<file path="src/rtl/uart_tx_if.sv">
// Byte-stream handshake plus serial line for the 8N1 UART transmitter.
interface uart_tx_if;
    logic [2:0] uart_ctrl;
    logic [7:0] tx_data;
    logic       tx_valid;
    logic       tx_ready;
    logic       tx_done;
    logic       tx_busy;
    logic       rs232_tx;

    modport master (
        output uart_ctrl, tx_data, tx_valid,
        input  tx_ready, tx_done, tx_busy, rs232_tx
    );

    modport slave (
        input  uart_ctrl, tx_data, tx_valid,
        output tx_ready, tx_done, tx_busy, rs232_tx
    );
endinterface

</file>
<file path="src/rtl/uart_tx_ctrl.sv">
// 8N1 UART transmitter: one byte per valid/ready handshake, LSB first,
// bit period chosen from five baud divisors when the frame is accepted.
module uart_tx_ctrl #(
    parameter int BPS9600_DIV   = 5208,
    parameter int BPS19200_DIV  = 2604,
    parameter int BPS38400_DIV  = 1302,
    parameter int BPS57600_DIV  = 868,
    parameter int BPS115200_DIV = 434
) (
    input  logic      clk,
    input  logic      rst_n,
    uart_tx_if.slave  tx
);

    typedef enum logic [1:0] {IDLE, START, DATA, STOP} state_t;

    state_t      state_q, state_d;
    logic [12:0] cnt_q, cnt_d;
    logic [12:0] last_q, last_d;
    logic [7:0]  shift_q, shift_d;
    logic [2:0]  bit_q, bit_d;
    logic        line_q, line_d;
    logic        ready_q, ready_d;
    logic        busy_q, busy_d;
    logic        done_q, done_d;
    logic        bit_end;
    logic        take;

    // Stores DIV-1 so the counter compare needs no subtractor.
    function automatic logic [12:0] bit_last(input logic [2:0] sel);
        case (sel)
            3'd1:    bit_last = 13'(BPS19200_DIV - 1);
            3'd2:    bit_last = 13'(BPS38400_DIV - 1);
            3'd3:    bit_last = 13'(BPS57600_DIV - 1);
            3'd4:    bit_last = 13'(BPS115200_DIV - 1);
            default: bit_last = 13'(BPS9600_DIV - 1);
        endcase
    endfunction

    assign bit_end = (cnt_q == last_q);
    // A byte waiting at the end of the stop bit is taken on that same edge,
    // so held-valid traffic goes out with no idle cycle between frames.
    assign take = tx.tx_valid && (ready_q || (state_q == STOP && bit_end));

    always_comb begin
        state_d = state_q;
        cnt_d   = cnt_q;
        last_d  = last_q;
        shift_d = shift_q;
        bit_d   = bit_q;
        line_d  = line_q;
        ready_d = ready_q;
        busy_d  = busy_q;
        done_d  = 1'b0;
        if (state_q != IDLE) begin
            if (bit_end) begin
                cnt_d = '0;
                case (state_q)
                    START: begin
                        state_d = DATA;
                        bit_d   = '0;
                        line_d  = shift_q[0];
                    end
                    DATA: begin
                        if (bit_q == 3'd7) begin
                            state_d = STOP;
                            line_d  = 1'b1;
                        end else begin
                            bit_d   = bit_q + 3'd1;
                            shift_d = {1'b0, shift_q[7:1]};
                            line_d  = shift_q[1];
                        end
                    end
                    default: begin
                        state_d = IDLE;
                        ready_d = 1'b1;
                        busy_d  = 1'b0;
                        line_d  = 1'b1;
                        done_d  = 1'b1;
                    end
                endcase
            end else begin
                cnt_d = cnt_q + 13'd1;
            end
        end
        if (take) begin
            state_d = START;
            cnt_d   = '0;
            last_d  = bit_last(tx.uart_ctrl);
            shift_d = tx.tx_data;
            line_d  = 1'b0;
            busy_d  = 1'b1;
            ready_d = 1'b0;
        end
    end

    always_ff @(posedge clk or negedge rst_n) begin
        if (!rst_n) begin
            state_q <= IDLE;
            cnt_q   <= '0;
            last_q  <= '0;
            bit_q   <= '0;
            line_q  <= 1'b1;
            ready_q <= 1'b1;
            busy_q  <= 1'b0;
            done_q  <= 1'b0;
        end else begin
            state_q <= state_d;
            cnt_q   <= cnt_d;
            last_q  <= last_d;
            bit_q   <= bit_d;
            line_q  <= line_d;
            ready_q <= ready_d;
            busy_q  <= busy_d;
            done_q  <= done_d;
        end
    end

    always_ff @(posedge clk) begin
        shift_q <= shift_d;
    end

    assign tx.tx_ready = ready_q;
    assign tx.tx_busy  = busy_q;
    assign tx.tx_done  = done_q;
    assign tx.rs232_tx = line_q;

endmodule
</file>
<file path="src/flat_wrapper.sv">
// flat-port wrapper written by rule: the top's interface ports become plain ports
module uart_tx_ctrl_flat 
#(
    parameter int BPS9600_DIV   = 5208,
    parameter int BPS19200_DIV  = 2604,
    parameter int BPS38400_DIV  = 1302,
    parameter int BPS57600_DIV  = 868,
    parameter int BPS115200_DIV = 434
)
  (clk, rst_n, tx_uart_ctrl, tx_tx_data, tx_tx_valid, tx_tx_ready, tx_tx_done, tx_tx_busy, tx_rs232_tx);
  uart_tx_if tx_i ();
  input  logic clk;
  input  logic rst_n;
  input wire logic [$bits(tx_i.uart_ctrl)-1:0] tx_uart_ctrl;
  input wire logic [$bits(tx_i.tx_data)-1:0] tx_tx_data;
  input wire logic [$bits(tx_i.tx_valid)-1:0] tx_tx_valid;
  output wire logic [$bits(tx_i.tx_ready)-1:0] tx_tx_ready;
  output wire logic [$bits(tx_i.tx_done)-1:0] tx_tx_done;
  output wire logic [$bits(tx_i.tx_busy)-1:0] tx_tx_busy;
  output wire logic [$bits(tx_i.rs232_tx)-1:0] tx_rs232_tx;
  assign tx_i.uart_ctrl = tx_uart_ctrl;
  assign tx_i.tx_data = tx_tx_data;
  assign tx_i.tx_valid = tx_tx_valid;
  assign tx_tx_ready = tx_i.tx_ready;
  assign tx_tx_done = tx_i.tx_done;
  assign tx_tx_busy = tx_i.tx_busy;
  assign tx_rs232_tx = tx_i.rs232_tx;
  uart_tx_ctrl #(.BPS9600_DIV(BPS9600_DIV), .BPS19200_DIV(BPS19200_DIV), .BPS38400_DIV(BPS38400_DIV), .BPS57600_DIV(BPS57600_DIV), .BPS115200_DIV(BPS115200_DIV)) u_core (.clk(clk), .rst_n(rst_n), .tx(tx_i));
endmodule
</file>
<file path="config.mk">
export PLATFORM = sky130hd
export DESIGN_NAME = uart_tx_ctrl_flat
export DESIGN_NICKNAME = d
export VERILOG_FILES = /design/src/rtl/uart_tx_if.sv /design/src/rtl/uart_tx_ctrl.sv /design/src/flat_wrapper.sv
export SDC_FILE = /design/constraint.sdc
export NUM_CORES = 1
export LEC_CHECK = 0
export BUFFER_PORTS_ARGS = -buffer_cell sky130_fd_sc_hd__buf_4
export CAP_MARGIN = 15
export CORE_ASPECT_RATIO = 2
export CORE_UTILIZATION = 25
export CTS_CLUSTER_SIZE = 25
export DETAILED_ROUTE_END_ITERATION = 10
export GPL_ROUTABILITY_DRIVEN = 0
export PLACE_DENSITY = 0.39
export RECOVER_POWER = 25
export SLEW_MARGIN = 15
export SYNTH_ARGS = -nofsm -noshare
export SYNTH_HDL_FRONTEND = slang
export SYNTH_SLANG_ARGS = --single-unit
</file>
<file path="constraint.sdc">
create_clock -name clk -period 6.5 [get_ports clk]
set_input_delay 0.65 -clock clk [delete_from_list [all_inputs] [get_ports clk]]
set_output_delay 0.65 -clock clk [all_outputs]
set_load 0.01 [all_outputs]
</file>
; Yosys cells after proc, flatten, opt, wreduce, memory -nomap -nowiden
; Cells that the tools add are included.
[word_totals]
out_inout_bits = 4
regBits = 43
input_bits = 14
latch_bits = 0
romBits = 0
mem_bits_rw = 0
mem_count = 0
[op_classes]
mul = 0
reduce_logical = 14
magnitude_cmp = 0
eq_ne = 13
n_bitwise = 0
shifts = 0
muxes = 32
div_mod_pow = 0
addsub = 2
[ops]
columns = cell, n
row1 = 13-bit case mux with 4 select lines, 1
row2 = 8-bit two-way mux, 5
row3 = 13-bit two-way mux, 3
row4 = 1-bit two-way mux, 15
row5 = 13-bit by 1-bit adder with 13-bit output (second input constant), 1
row6 = 13-bit == test, 1
row7 = 2-bit nonzero test, 5
row8 = 2-bit two-way mux, 4
row9 = 4-bit AND reduction, 2
row10 = 3-bit by 2-bit == test with 1-bit output (second input constant), 2
row11 = 3-bit == test (second input constant), 2
row12 = 3-bit case mux with 2 select lines, 1
row13 = 3-bit AND reduction, 2
row14 = 2-bit == test (second input constant), 2
row15 = 2-bit by 1-bit != test with 1-bit output (second input constant), 2
row16 = 2-bit case mux with 2 select lines, 1
row17 = 3-bit by 1-bit adder with 3-bit output (second input constant), 1
row18 = 3-bit by 1-bit == test with 1-bit output (second input constant), 1
row19 = 3-bit two-way mux, 1
row20 = 3-bit by 1-bit != test with 1-bit output (second input constant), 1
row21 = 2-bit by 1-bit == test with 1-bit output (second input constant), 1
row22 = 1-bit logical AND, 2
row23 = 2-bit != test (second input constant), 1
row24 = 1-bit case mux with 2 select lines, 1
row25 = 3 further kinds, 3

; Logic depth before layout (Yosys ltp)
; Gate-level depths: netlist (run 1).
[logic_depth]
ltp_word = 6
ltp_mapped = 8
mapped_depth_nobuf = 6

; Least setup slack after synthesis (run 1)
; OpenSTA, ideal clock, no wires.
[synth_timing]
kind = register to register
start = register u_core.cnt_q[3]
end = register u_core.shift_q[0] (enable)
path_slack_ps = 4410
path_buffers = 2
setup_ps = 326
period_less_slack_ps = 2090
required_time_ps = 6174
path_stages_with_launch = 8
arrival_time_ps = 1764
path_cell_list = dfrtp_1 > buf_2 > or3_1 > a21oi_1 > nand4_2 > nand2_2 > buf_2 > a21o_1
[synth_between]
elab_chain_cells = 6
elab_cells_between_ends = 9
[synth_lines]
columns = item, line
row1 = from (decl), uart_tx_ctrl.sv:18  ; logic [12:0] cnt_q, cnt_d;
row2 = from (signal assigned), uart_tx_ctrl.sv:109  ; cnt_q <= cnt_d;
row3 = 13-bit == test (*), uart_tx_ctrl.sv:40  ; assign bit_end = (cnt_q == last_q);
row4 = 1-bit logical AND, uart_tx_ctrl.sv:43  ; assign take = tx.tx_valid && (ready_q || (state_q == STOP && bit_end));
row5 = 1-bit logical OR, uart_tx_ctrl.sv:43
row6 = 1-bit logical AND, uart_tx_ctrl.sv:43
row7 = 2-bit by 1-bit != test with 1-bit output (no line) or 2-bit nonzero test (tied branches), -
row8 = 4-bit AND reduction (no line) (*), -
row9 = to (signal assigned), uart_tx_ctrl.sv:120  ; shift_q <= shift_d;
row10 = to (decl), uart_tx_ctrl.sv:20  ; logic [7:0] shift_q, shift_d;
; Mark *: on every way between the ends. The rest lies on a longest branch, timed or not.
; A chain may end at the register's enable or synchronous reset.

; Worst setup path in the final report (run 1)
; Ends and elaborated chain as after synthesis.

==> impl_metrics.py, run 1 <==
metrics = {
    "cells_and_area": {
        "area_growth_pct": 13.6,
        "n_fill_cell": 925,
        "drive_above_1_share_pct": 14.7,
        "num_antenna_cells": 0,
        "finalInstanceArea_um2": 2650,
        "fin_nets": 265,
    },
    "power_and_ir_drop": {
        "seq_power_share_pct": 48.5,
        "powerDensity_nw_per_um2": 203,
        "clockPowerShare_pct": 48.6,
        "netSwitchingPower_uw": 118,
        "leakage_uw": 0.00109,
        "internal_power_uw": 421,
        "switching_share_pct": 21.8,
        "ir_worst_vdd_uv": 93.2,
        "pwr-share-comb_pct": 2.9,
    },
    "detailed_routing": {
        "via_count": 1768,
        "via_per_inst": 5.10,
        "wl_per_cell_um": 16.1,
        "drt_first_pass_iters": 4,
        "drcViolationCount": 0,
        "finalWirelength_um": 5590,
        "ant_nets": 0,
        "drt-initial-drc-count": 59,
    },
    "clock_tree": {
        "cts_max_level": 2,
        "clockBufferDepth": 2,
        "cts_buffers": 5,
        "cts.repair.resized": 0,
        "clock-sinks": 41,
        "clock_latency_ns": 0.29,
        "cts-root-buf": "clkbuf_16",
        "clkTransAtPathRegs_ns": 0.06,
        "cts_tree": "yes",
        "postCtsSetupBuffers": 0,
        "hold_buffers": 0,
    },
    "sta": {
        "setup_violations": 0,
        "rsz0062_at_grt": "false",
        "finalCritPeriodShare_pct": 39.8,
        "slew_headroom_pct": -26.3,
        "timing.setup.tns_ns": 0,
        "fin_hold_ws_ns": 0.499,
        "timing.final.hold_violations": 0,
        "worst_slew_pin_slew_ns": 1.89,
        "fin_skew_ns": 0.00552,
        "maxSlewViolCount": 34,
        "fmax_mhz": 387,
        "finalCriticalPeriod_ns": 2.59,
    },
    "global_routing": {
        "grt_usage_pct": 12.8,
        "grt-ovfl-total": 0,
        "grt_max_degree": 34,
        "grt_antenna_before_repair": 0,
        "grt_pass1_vias": 1783,
        "grt_first_pass_wirelength_um": 9600,
    },
    "synth": {
        "async_flop_share_pct": 80.5,
        "synth-main-ff-cell": "dfrtp_1",
        "synth_cell_types": 47,
        "synthCells": 234,
        "yosys_register_bits": 41,
        "yosys.area.top_type": "dfrtp_1",
        "synth_edf_count": 8,
        "synth_nets": 255,
        "synth_area_leaders": "dfrtp_1 33%, edfxtp_1 10%, mux2_1 6.3%",
        "synth.avg_cell_area_um2": 9.98,
        "syn_area_um2": 2340,
        "yosys_warnings": 0,
        "yosysTopAreaCellShare_pct": 33.2,
        "yosysSeqAreaShare_pct": 45.7,
    },
    "placed_design": {
        "dpl-instance-area_um2": 2500,
        "portBuffers": 17,
        "hpwl_um": 4060,
    },
    "run": {
        "drv_cap": 1,
    },
    "worst_hold_path": {
        "min_to": "u_core.last_q[0]$_DFFE_PN0P_",
        "hold_depth": 1,
        "holdCritStartpoint": "u_core.last_q[0]$_DFFE_PN0P_",
        "holdCritPathClass": "reg -> reg",
    },
    "floorplanning": {
        "io_pins": 18,
        "die_h_um": 139,
        "coreArea_um2": 9010,
        "die_area_um2": 9760,
        "rows": 49,
        "floorplan.initialDensity_pct": 25.9,
        "dieWidth_um": 70.4,
    },
    "critical_path": {
        "cp_cell_sequence": "or3_1, a21oi_1, nand4_2, nand2_2, a21o_1",
        "worst_r2r_endpoint": "u_core.shift_q[0]$_DFFE_PP_",
        "worst_ep_arrival_time_ns": 2.55,
        "rr_startpoint": "u_core.cnt_q[3]$_DFFE_PN0P_",
        "crit_fanout": 30,
        "critical_path.max_stage_delay_ns": 0.58,
        "cp_slowest_cell": "nand2_2",
        "required_ns": 6.47,
        "path_class": "reg -> reg",
        "critPathLaunchType": "flip-flop",
        "ff2ff_path_depth": 5,
        "rrSetupSlack_ns": 3.91,
        "end_kind": "flip-flop",
    },
    "status": {
        "violations": "capacitance limit, slew limit",
        "status": "finished, violations left",
    },
}
[worst max path at each step]
stage                           startpoint                          end  slack [ns]  cells after the start
2_1_floorplan  u_core.cnt_q[3]$_DFFE_PN0P_  u_core.shift_q[0]$_DFFE_PP_        4.41                      7
3_3_place_gp   u_core.cnt_q[3]$_DFFE_PN0P_  u_core.shift_q[3]$_DFFE_PP_        3.92                      5
3_5_place_dp   u_core.cnt_q[3]$_DFFE_PN0P_  u_core.shift_q[3]$_DFFE_PP_        3.88                      5
4_1_cts        u_core.cnt_q[3]$_DFFE_PN0P_  u_core.shift_q[6]$_DFFE_PP_        3.86                      5
5_1_grt        u_core.cnt_q[3]$_DFFE_PN0P_  u_core.shift_q[5]$_DFFE_PP_        3.70                      5
6_report       u_core.cnt_q[3]$_DFFE_PN0P_  u_core.shift_q[0]$_DFFE_PP_        3.91                      5
[power groups by stage]
stage | logic [uW] | registers, uW | clock network [uW]
2_1_floorplan | 3.95 | 266 | 0
3_3_place_gp | 16.7 | 266 | 0
3_5_place_dp | 16.9 | 266 | 0
4_1_cts | 16.9 | 261 | 269
5_1_grt | 17.9 | 261 | 279
6_report | 15.7 | 261 | 261
[cell usage after synthesis (2+ instances only)]
master	n
nand2_1	19
clkbuf_1	4
nor2_1	9
o32ai_1	2
nand2b_1	2
or3_1	4
o221ai_1	5
buf_6	4
nor4_2	2
nand4_1	7
nand3b_1	2
ha_1	7
edfxtp_1	8
inv_1	14
a21oi_1	9
nand3_1	21
a31oi_1	7
a21o_1	2
mux2_1	13
buf_2	5
xor2_1	13
nor3_1	6
mux2i_1	4
or2_2	2
dfstp_2	2
o21ai_0	10
dfrtp_1	31
[cell usage in the layout (no fill, tap or decap), types with 2 or more instances in the layout]
cell type | synthesis | final
dfrtp_1 | 31 | 31
nand3_1 | 21 | 21
nand2_1 | 19 | 19
buf_4 | 1 | 18
inv_1 | 14 | 14
xor2_1 | 13 | 13
mux2_1 | 13 | 13
o21ai_0 | 10 | 10
a21oi_1 | 9 | 9
nor2_1 | 9 | 9
edfxtp_1 | 8 | 8
nand4_1 | 7 | 7
a31oi_1 | 7 | 7
ha_1 | 7 | 7
nor3_1 | 6 | 6
o221ai_1 | 5 | 5
clkbuf_16 | 0 | 5
or3_1 | 4 | 4
mux2i_1 | 4 | 4
nor4_2 | 2 | 2
a21o_1 | 2 | 2
nand2b_1 | 2 | 2
nand3b_1 | 2 | 2
or2_2 | 2 | 2
o32ai_1 | 2 | 2
dfstp_2 | 2 | 2
[layout make-up]
type                    instances  area [um2]  share of cell area, %
multi-input cells             163        1110                   42.0
flip-flops and latches         41        1070                   40.3
clock buffers                   6         139                   5.23
repair buffers                 19         139                   5.23
well taps                     102         128                   4.81
inverters                      14        52.6                   1.98
clock inverters                 2        13.8                  0.519
[kinds of logic (layout without fill, tap and decap cells)]
group / Yosys count / after routing / synth area share, %
adders and majority gates: 7 / 7 / 3.75
DFF: 41 / 41 / 45.7
muxes: 17 / 17 / 7.98
buffers and inverters: 30 / 41 / 6.59
xor gates and xnor gates: 14 / 14 / 5.25
and+or+nand+nor: 83 / 83 / 19.1
AOI/OAI and AO/OA: 42 / 42 / 11.6
[registers in the layout, indices dropped and copies added (netlist names)]
name	count
u_core.tx.rs232_tx	1
u_core.tx.tx_done	1
u_core.tx.tx_busy	1
u_core.state_q	2
u_core.bit_q	3
u_core.cnt_q	13
u_core.last_q	11
u_core.tx.tx_ready	1
u_core.shift_q	8
[layer usage]
metal	vias up	share of wire, %	global-route usage, %
met3	16	2.2	2.25
met4	0	4.2	7.89
met1	865	42	14.8
met2	31	52	21.5
li1	856	-	-
met5	-	0	0
[worst max-delay path: cells and delay by family (launching register included)]
family	cells	cell delay, ns
and+or+nand+nor	3	1.22
DFF	1	0.47
AOI/OAI and AO/OA	2	0.56
[stage by stage]
step / setup WS [ns] / power (uW) / util (%) / instances
finish: 3.91 / 538 / 29.4 / 347
global route: 3.70 / 558 / 29.4 / 347
CTS: 3.86 / 547 / 29.5 / 347
detailed placement: 3.88 / 283 / 27.8 / 339
global placement: 3.92 / 283 / 27.8 / 339
floorplan: 4.41 / 270 / - / 234
Power figures use the tool's default switching activity.
==> run 2, diff against run 1 <==
--- a/config.mk
+++ b/config.mk
@@ -12,7 +12,7 @@
 export CTS_CLUSTER_SIZE = 25
 export DETAILED_ROUTE_END_ITERATION = 10
 export GPL_ROUTABILITY_DRIVEN = 0
-export PLACE_DENSITY = 0.39
+export PLACE_DENSITY = 0.4
 export RECOVER_POWER = 25
 export SLEW_MARGIN = 15
 export SYNTH_ARGS = -nofsm -noshare
==> constraint.sdc (replaced) <==
create_clock -name clk -period 2.2 [get_ports clk]
set_input_delay 0.22 -clock clk [delete_from_list [all_inputs] [get_ports clk]]
set_output_delay 0.22 -clock clk [all_outputs]
set_load 0.01 [all_outputs]
==> impl_metrics.py, run 2 (same netlist as run 1, synthesis figures left out) <==
metrics = {
    "detailed_routing": {
        "via_per_inst": 4.97,
        "drt-initial-drc-count": 54,
        "ant_nets": 0,
        "via_count": 1845,
        "drcViolationCount": 0,
        "wl_per_cell_um": 16.2,
        "finalWirelength_um": 6020,
        "drt_first_pass_iters": 4,
    },
    "cells_and_area": {
        "largest_reg_flops": 13,
        "fin_util_pct": 31.5,
        "mostFrequentLayoutCells": "40 x buf_4, 31 x dfrtp_1, 21 x nand3_1",
        "regMostFlops": "u_core.cnt_q",
        "finalInstanceArea_um2": 2840,
        "area_growth_pct": 21.5,
        "top_regs": "u_core.cnt_q (13), u_core.last_q (11), u_core.shift_q (8)",
        "final_common_cell": "buf_4",
        "fin_nets": 289,
        "drive_above_1_share_pct": 22.3,
        "num_antenna_cells": 0,
        "stdcell_count": 371,
    },
    "floorplanning": {
        "dieWidth_um": 70.4,
        "die_area_um2": 9760,
        "io_pins": 18,
        "coreArea_um2": 9010,
        "rows": 49,
        "floorplan.initialDensity_pct": 25.9,
        "die_h_um": 139,
    },
    "global_routing": {
        "grt_first_pass_wirelength_um": 9790,
        "grt_max_degree": 34,
        "grt-ovfl-total": 0,
        "grt_usage_pct": 13.1,
        "grt_antenna_before_repair": 0,
        "grt_pass1_vias": 1877,
    },
    "clock_tree": {
        "cts_buffers": 5,
        "clock-sinks": 41,
        "clockBufferDepth": 2,
        "cts_max_level": 2,
        "cts_tree": "yes",
        "clkTransAtPathRegs_ns": 0.06,
        "clock_latency_ns": 0.29,
        "cts-root-buf": "clkbuf_16",
        "postCtsSetupBuffers": 0,
    },
    "sta": {
        "timing.setup.tns_ns": 0,
        "worst_slew_pin_slew_ns": 0.879,
        "fin_skew_ns": 0.00790,
        "fmax_mhz": 490,
        "timing.final.hold_violations": 0,
        "finalCriticalPeriod_ns": 2.04,
        "setup_violations": 0,
        "finalCritPeriodShare_pct": 92.7,
        "rsz0062_at_grt": "false",
        "maxSlewViolCount": 0,
        "slew_headroom_pct": 41.4,
    },
    "power_and_ir_drop": {
        "clockPowerShare_pct": 46.8,
        "seq_power_share_pct": 50.1,
        "netSwitchingPower_uw": 330,
        "leakage_uw": 0.00120,
        "internal_power_uw": 1210,
        "ir_worst_vdd_uv": 322,
        "switching_share_pct": 21.4,
        "pwr-share-comb_pct": 3.1,
        "powerDensity_nw_per_um2": 543,
    },
    "worst_hold_path": {
        "holdCritStartpoint": "tx_tx_data[7]",
        "holdCritPathClass": "in -> reg",
    },
    "placed_design": {
        "dpl-instance-area_um2": 2690,
        "hpwl_um": 4590,
        "placedCellCount": 362,
        "portBuffers": 17,
    },
    "critical_path": {
        "worst_ep_arrival_time_ns": 2.07,
        "cp_slowest_cell": "dfrtp_1",
        "end_kind": "flip-flop",
        "critical_path.max_stage_delay_ns": 0.42,
        "rr_startpoint": "u_core.last_q[11]$_DFFE_PN0P_",
        "critPathLaunchType": "flip-flop",
        "cp_cell_sequence": "or3_1, a21oi_1, nand4_2, nand2_2, buf_12, mux2_1",
        "worstSetupStartpoint": "u_core.last_q[11]$_DFFE_PN0P_",
        "path_class": "reg -> reg",
        "required_ns": 2.23,
        "crit_fanout": 9,
    },
    "run": {
        "drv_cap": 0,
    },
    "status": {
        "status": "finished clean",
    },
}
[run 2: changes by cell type in the layout (fill, tap and decap cells not counted)]
cell           change
a21o_1             -1
a21o_2             +1
buf_12             +1
buf_4             +22
clkbuf_2           +1
clkbuf_8           -1
clkinv_2           +1
clkinv_4           -1
dlygate4sd3_1      +1
[run 2: worst paths after layout]
check / end / slack [ns] / cells after the start
setup reg to reg: u_core.shift_q[3]$_DFFE_PP_ / 0.16 / 6
setup / recovery: u_core.shift_q[3]$_DFFE_PP_ / 0.16 / 6
hold reg to reg: u_core.last_q[0]$_DFFE_PN0P_ / 0.50 / 1
min in group asynchronous: u_core.cnt_q[12]$_DFFE_PN0P_ / 0.58 / 2
hold / removal: u_core.shift_q[7]$_SDFFCE_PN0P_ / 0.22 / 2
max in group asynchronous: u_core.tx.tx_busy$_DFFE_PN0P_ / 1.06 / 2
[run 2: through the flow]
| step | setup WS [ns] | hold slack, ns | power (uW) |
|---|---|---|---|
| 2_1_floorplan | 0.110 | -0.0756 | 798 |
| 3_3_place_gp | 0.150 | 0.205 | 836 |
| 3_5_place_dp | 0.145 | 0.214 | 837 |
| 6_report | 0.161 | 0.215 | 1540 |
| 4_1_cts | 0.146 | 0.212 | 1570 |
| 5_1_grt | 0.00283 | 0.221 | 1600 |
[run 2: worst max-delay path: cells and delay by family (launching register included)]
kind	cells	cell delay [ns]
multiplexers	1	0.32
AND/OR/NAND/NOR	3	0.70
buffers and inverters	1	0.14
flip-flops	1	0.42
AO/OA/AOI/OAI	1	0.20
[run 2: metal layers]
metal,vias up,routed length [um],global-route usage [%]
met5,-,0,0
met2,29,3400,24.1
li1,906,-,-
met4,0,218,6.95
met1,897,2290,13.9
met3,13,119,2.03
[run 2: cell type report]
class	instances	area, um2
sequential	41	1070
inverter	14	52.6
fill	934	6170
timing repair buffer	43	335
clock buffer	6	129
clock inverter	2	10.0
multi-input combinational	163	1110
tap	102	128
[run 2: what timing repair did]
action	4_1_cts	5_1_grt
hold endpoints to repair	31	0
setup endpoints to repair	0	8
hold buffers	1	0
gates resized for setup	0	1
[run 2: power groups by stage]
stage	sequential (uW)	combinational, uW	clock, uW
2_1_floorplan	787	11.7	0
3_3_place_gp	786	49.8	0
3_5_place_dp	786	50.4	0
4_1_cts	772	51.8	747
5_1_grt	771	55.0	773
6_report	772	47.7	721
